$ cat config.mk
export PLATFORM = sky130hd
export DESIGN_NAME = bit_stuffer
export DESIGN_NICKNAME = d
export VERILOG_FILES = /design/src/rtl/bit_stuffer.sv
export SDC_FILE = /design/constraint.sdc
export NUM_CORES = 1
export LEC_CHECK = 0
export BUFFER_PORTS_ARGS = -buffer_cell sky130_fd_sc_hd__buf_4
export CORE_AREA = 2 2 39 41
export CTS_CLUSTER_DIAMETER = 80
export DETAILED_ROUTE_END_ITERATION = 8
export DIE_AREA = 0 0 41 43
export HOLD_SLACK_MARGIN = 0.12
export MAX_ROUTING_LAYER = met4
export PLACE_DENSITY = 0.46
export SYNTH_ARGS = -nofsm -noshare
export SYNTH_HDL_FRONTEND = slang
export SYNTH_SLANG_ARGS = --single-unit
export TNS_END_PERCENT = 30
$ cat constraint.sdc
create_clock -name clk -period 1.5 [get_ports clk]
set_clock_uncertainty 0.15 [all_clocks]
set_input_delay 0.225 -clock clk [delete_from_list [all_inputs] [get_ports clk]]
set_output_delay 0.225 -clock clk [all_outputs]
set_load 0.02 [all_outputs]
$ cat src/rtl/bit_stuffer.sv
// USB transmit bit stuffer: inserts a 0 after every STUFF_LEN consecutive 1s.
// Define BIT_STUFFER_BYPASS_EN to add a bypass input that forwards data unstuffed.
module bit_stuffer #(
    parameter int STUFF_LEN = 6
) (
    input  logic clk,
    input  logic rst,
    input  logic serial_in,
    input  logic rollover_flag64,
`ifdef BIT_STUFFER_BYPASS_EN
    input  logic bypass,
`endif
    output logic stuffing,
    output logic stuffed_serial_out
);

    localparam int CW = $clog2(STUFF_LEN + 1);
    localparam logic [CW-1:0] RUN_MAX = CW'(STUFF_LEN);

    logic [CW-1:0] ones_q, ones_d;
    logic          out_q, out_d;
    logic          stuff_q, stuff_d;
    logic          byp;

`ifdef BIT_STUFFER_BYPASS_EN
    assign byp = bypass;
`else
    assign byp = 1'b0;
`endif

    always_comb begin
        ones_d = ones_q;
        out_d  = out_q;
        if (byp) begin
            ones_d = '0;
            if (rollover_flag64) begin
                out_d = serial_in;
            end
        end else if (rollover_flag64) begin
            if (ones_q == RUN_MAX) begin
                // Emit the stuffed 0; serial_in is held upstream and resampled.
                out_d  = 1'b0;
                ones_d = '0;
            end else begin
                out_d  = serial_in;
                ones_d = serial_in ? ones_q + CW'(1) : '0;
            end
        end
        stuff_d = (ones_d == RUN_MAX);
    end

    always_ff @(posedge clk or posedge rst) begin
        if (rst) begin
            ones_q  <= '0;
            out_q   <= 1'b1;
            stuff_q <= 1'b0;
        end else begin
            ones_q  <= ones_d;
            out_q   <= out_d;
            stuff_q <= stuff_d;
        end
    end

    assign stuffing           = stuff_q & ~byp;
    assign stuffed_serial_out = out_q;

endmodule

[Yosys cells after proc, flatten, opt, wreduce, memory -nomap -nowiden]
Cells that the tools add are included.
Word-level totals
  output and inout port bits: 2
  register bits: 5
  logic and storage cells: 10
Cells by class
  $add $sub $neg: 1
  mux-type cells: 4
  equal/unequal tests: 2
Operator list (count)
  two-way mux 3 bit: 3
  == test 3 bit (second input constant): 2
  adder 3 x 1 -> 3 bit (second input constant): 1
  two-way mux 1 bit: 1

[Depth between registers and ports, before layout]
  word-level depth: 5
  gate-level depth with buffers: 5
  gate-level depth less buffers: 5

[Least setup slack after synthesis]
No wires, ideal clock.
  path kind: register -> register
  start: register ones_q[0]
  end: register stuff_q (netlist: stuffing)
  setup slack: 0.228 ns
  library setup time: 0.126 ns
  required time: 1.224 ns
  stages on the path, launching flop included: 5
  period minus slack after synthesis: 1.272 ns
  arrival time: 0.996 ns
  path buffers: 0
  cells stage by stage: dfrtp_1 > ha_1 > and4b_1 > a31oi_1 > a21oi_1
On the way
  longest elaborated chain between the ends: 5
Ends and longest elaborated chain
  start: declaration: line 20  | logic [CW-1:0] ones_q, ones_d;
  start signal: assignment: line 58  | ones_q <= ones_d;
  adder 3 x 1 -> 3 bit: line 46  | ones_d = serial_in ? ones_q + CW'(1) : '0;
  two-way mux 3 bit: line 46
  two-way mux 3 bit: line 40  | if (ones_q == RUN_MAX) begin
  two-way mux 3 bit *: line 39  | end else if (rollover_flag64) begin
  == test 3 bit *: line 49  | stuff_d = (ones_d == RUN_MAX);
  via stuff_d: line 22  | logic stuff_q, stuff_d;
  end signal: assignment: line 60  | stuff_q <= stuff_d;
  end: declaration: line 22
Mark *: on every way through the listed nets, which the timed path passes. The rest lies on a longest branch.
A chain may end at the register's enable or synchronous reset.

[Worst setup path after layout]
  start: input serial_in
  end: register stuff_q (netlist: stuffing)
On the way
  longest elaborated chain between the ends: 4
Ends and longest elaborated chain
  start: declaration: line 8  | input logic serial_in,
  two-way mux 3 bit: line 46
  two-way mux 3 bit: line 40
  two-way mux 3 bit: line 39
  == test 3 bit: line 49
  via stuff_d: line 22
The timed path passes the listed nets, and every way through them passes these cells.

==> impl_table.tex <==
\begin{tabular}{lr}
\hline
Metric & Value \\
\hline
\multicolumn{2}{l}{\textbf{Clock tree}} \\
Num CTS Buffers & 3 \\
Setup bufs post-CTS & 0 \\
Total of cells resized after clock tree synthesis & 0 \\
Hold bufs inserted after CTS & 3 \\
CTS tree & yes \\
Clock latency on the worst-skew pair & 0.24 ns \\
Root Buffer & sky130\_fd\_sc\_hd\_\_clkbuf\_4 \\
Reg clk slew, reported paths & 0.05 ns \\
Worst-case clock buffer depth & 2 \\
Number of levels the H-tree was split into & 1 \\
Number of clock sinks & 5 \\
\multicolumn{2}{l}{\textbf{Yosys}} \\
Number of instances in the synthesized netlist & 25 \\
Commonest register cell after synthesis & sky130\_fd\_sc\_hd\_\_dfrtp\_1 \\
Average size of a mapped cell & 10.2 µm² \\
Top cell types by occurrence after synthesis & 4 x sky130\_fd\_sc\_hd\_\_dfrtp\_1, 4 x sky130\_fd\_sc\_hd\_\_inv\_1, 2 x sky130\_fd\_sc\_hd\_\_ha\_1, 2 x sky130\_fd\_sc\_hd\_\_nand2\_1 \\
Cell type with the largest total area after synthesis & sky130\_fd\_sc\_hd\_\_dfrtp\_1 \\
Total standard cell area after synthesis & 254 µm² \\
Sequential fraction of the synthesis area & 49.8\% \\
Portion of synthesized cell area occupied by the leading cell type & 39.4\% \\
Number of enable flip-flop cells after synthesis & 0 \\
Total number of yosys warnings & 0 \\
Most area-consuming cells after synthesis & sky130\_fd\_sc\_hd\_\_dfrtp\_1 39\%, sky130\_fd\_sc\_hd\_\_dfstp\_2 10\%, sky130\_fd\_sc\_hd\_\_ha\_1 9.9\% \\
Fraction of registers with async set or reset after synthesis & 100\% \\
Number of flip-flops and latches in the synthesized netlist & 5 \\
Net count after synthesis & 31 \\
Count of unique library cells instantiated by Yosys & 17 \\
\multicolumn{2}{l}{\textbf{Placed design}} \\
Placed insts & 46 \\
Area post-placement & 312 µm² \\
Count of input and output buffers & 5 \\
Placer's final routability congestion estimate & 0.671 \\
HPWL after detailed placement & 346 µm \\
\multicolumn{2}{l}{\textbf{Setup path}} \\
Worst setup path startpoint & serial\_in \\
Startpoint of the lowest-slack register-to-register path & ones\_q[0]\$\_DFF\_PP0\_ \\
Critical Path End Type & flip-flop \\
Required @ worst endpoint & 1.47 ns \\
Data arrival time of the worst path & 1.39 ns \\
Path type of the worst setup path & input port to flip-flop \\
Crit Path Max Fanout & 4 \\
Number of cells on the worst reg-to-reg path & 5 \\
Worst Setup Start Kind & input port \\
Register-to-Register Setup Slack & 0.15 ns \\
\multicolumn{2}{l}{\textbf{Timing}} \\
Slew Limit Headroom & 86.2\% \\
Setup violation total in the final timing report & 0 \\
RSZ-0062 raised after global routing & no \\
Portion of the clock cycle consumed by the worst path in the final layout & 94.3\% \\
Actual slew at the worst max-slew pin & 0.206 ns \\
Final min period & 1.41 ns \\
Count of endpoints failing hold in the final timing report & 0 \\
Max Freq & 707 MHz \\
Pins Over Slew Limit & 0 \\
Total Negative Setup Slacks & 0 ns \\
\multicolumn{2}{l}{\textbf{Drt}} \\
Antenna Nets Post-Route & 0 \\
DRC & 0 \\
Via count & 207 \\
Violation count after the first detailed-routing iteration & 1 \\
Detailed Route WL & 451 µm \\
Average via count per standard cell & 3.91 \\
Detail-routed net length per standard cell & 8.51 µm \\
Initial DRT Pass Iterations & 4 \\
\multicolumn{2}{l}{\textbf{Power and ir drop}} \\
Combinational cell fraction of total power & 18.7\% \\
Sw frac & 26.7\% \\
Leakage power & 0.000181 µW \\
Pwr Density & 1090 nW/µm² \\
Post-route total power & 400 µW \\
Share of power burned in registers & 42.3\% \\
Part of the total power dissipated in the clock network & 39.0\% \\
Int Pwr & 294 µW \\
NetSw & 107 µW \\
Peak supply drop & 629 µV \\
\multicolumn{2}{l}{\textbf{Global route}} \\
Overall global routing resource usage & 7.87\% \\
Gr ovfl total & 0 \\
Wire length of the first global-routing pass & 855 µm \\
Pin count of the biggest net entering global routing & 9 \\
Vias in the first global route & 210 \\
Number of antenna violations at the first check in global routing & 0 \\
\multicolumn{2}{l}{\textbf{Die}} \\
Number of core rows & 14 \\
Area of the die & 1760 µm² \\
Number of primary I/O pins & 6 \\
Total core area & 1380 µm² \\
Width of the chip & 41 µm \\
Starting Density & 18.4\% \\
Die boundary height & 43 µm \\
\multicolumn{2}{l}{\textbf{Layout}} \\
Final non-filler cell area & 368 µm² \\
Core occupancy in the finished layout & 26.6\% \\
Post-route insts no fill & 53 \\
Antenna cell count & 0 \\
Final \#Nets & 44 \\
Syn-to-layout area delta & 44.8\% \\
Share of layout cells above drive strength 1 & 24.3\% \\
\multicolumn{2}{l}{\textbf{Min path}} \\
Hold/Removal Path Class & input port to asynchronous set/reset pin \\
\multicolumn{2}{l}{\textbf{Run status}} \\
Result of the run & completed \\
\multicolumn{2}{l}{\textbf{Flow run}} \\
Max Cap Viol & 0 \\
\hline
\end{tabular}
per-layer routing:
layer  part of all wire [%]  global-route usage (%)
met1                     56                    10.5
met2                     37                    8.13
met3                    6.2                    6.28
met4                      0                    4.00
met5                      0                       -
through the flow:
step / setup slack, ns / hold WS [ns]
2_1_floorplan: 0.228 / -0.147
4_1_cts: 0.0871 / 0.288
3_3_place_gp: 0.136 / -0.0158
3_5_place_dp: 0.146 / -0.0102
5_1_grt: 0.0360 / 0.290
6_report: 0.0860 / 0.282
power by group through the flow:
stage               clock, µW  combinational [µW]  sequential [µW]
floorplan                   0                42.3              173
global placement            0                68.3              171
detailed placement          0                69.2              172
CTS                       162                75.8              170
global route              174                87.6              174
finish                    156                74.8              170
layout make-up:
class | count | area (µm²)
Clock buffer | 4 | 26.3
Fill cell | 144 | 1020
Inverter | 4 | 15.0
Multi-Input combinational cell | 16 | 113
Sequential cell | 5 | 126
Tap cell | 16 | 20.0
Timing Repair Buffer | 8 | 67.6
path summary, 6_finish.rpt:
path                                             endpoint
min                                    stuffing$_DFF_PP0_
max                                    stuffing$_DFF_PP0_
min reg2reg                stuffed_serial_out$_DFFE_PP1P_
min in group clk           stuffed_serial_out$_DFFE_PP1P_
max reg2reg                            stuffing$_DFF_PP0_
max in group asynchronous  stuffed_serial_out$_DFFE_PP1P_
state kept, by name, indices dropped and copies added, names as in the netlist:
| register | flops |
|---|---|
| ones_q | 3 |
| stuffed_serial_out | 1 |
| stuffing | 1 |
cell families after synthesis:
kind of cell / after synthesis / share of synthesized area (%)
buffers and inverters: 4 / 5.91
AOI/OAI and AO/OA: 5 / 12.3
muxes: 1 / 3.94
adders and majority gates: 2 / 9.85
DFF: 5 / 49.8
and+or+nand+nor: 8 / 18.2
cells in the final DEF, fill, tap and decap left out:
master and instances:
sky130_fd_sc_hd__nand2_1 2, sky130_fd_sc_hd__dfstp_2 1, sky130_fd_sc_hd__nor3b_1 1, sky130_fd_sc_hd__clkbuf_1 1, sky130_fd_sc_hd__nor2_1 1, sky130_fd_sc_hd__dlygate4sd3_1 3
sky130_fd_sc_hd__clkbuf_4 3, sky130_fd_sc_hd__nand2b_1 1, sky130_fd_sc_hd__a31oi_1 1, sky130_fd_sc_hd__dfrtp_1 4, sky130_fd_sc_hd__nor2b_1 1, sky130_fd_sc_hd__buf_4 5
sky130_fd_sc_hd__a21oi_1 1, sky130_fd_sc_hd__and4b_1 1, sky130_fd_sc_hd__o21ai_0 1, sky130_fd_sc_hd__o22ai_1 1, sky130_fd_sc_hd__a41oi_1 1, sky130_fd_sc_hd__inv_1 4
sky130_fd_sc_hd__mux2i_1 1, sky130_fd_sc_hd__nand3_1 1, sky130_fd_sc_hd__ha_1 2
worst max-delay path, stage by stage:
cell                            delay [ns]
sky130_fd_sc_hd__dlygate4sd3_1        0.53
sky130_fd_sc_hd__buf_4                0.14
sky130_fd_sc_hd__and4b_1              0.19
sky130_fd_sc_hd__a31oi_1              0.19
sky130_fd_sc_hd__a21oi_1              0.10
No activity file was read; power rests on OpenSTA's default activity.
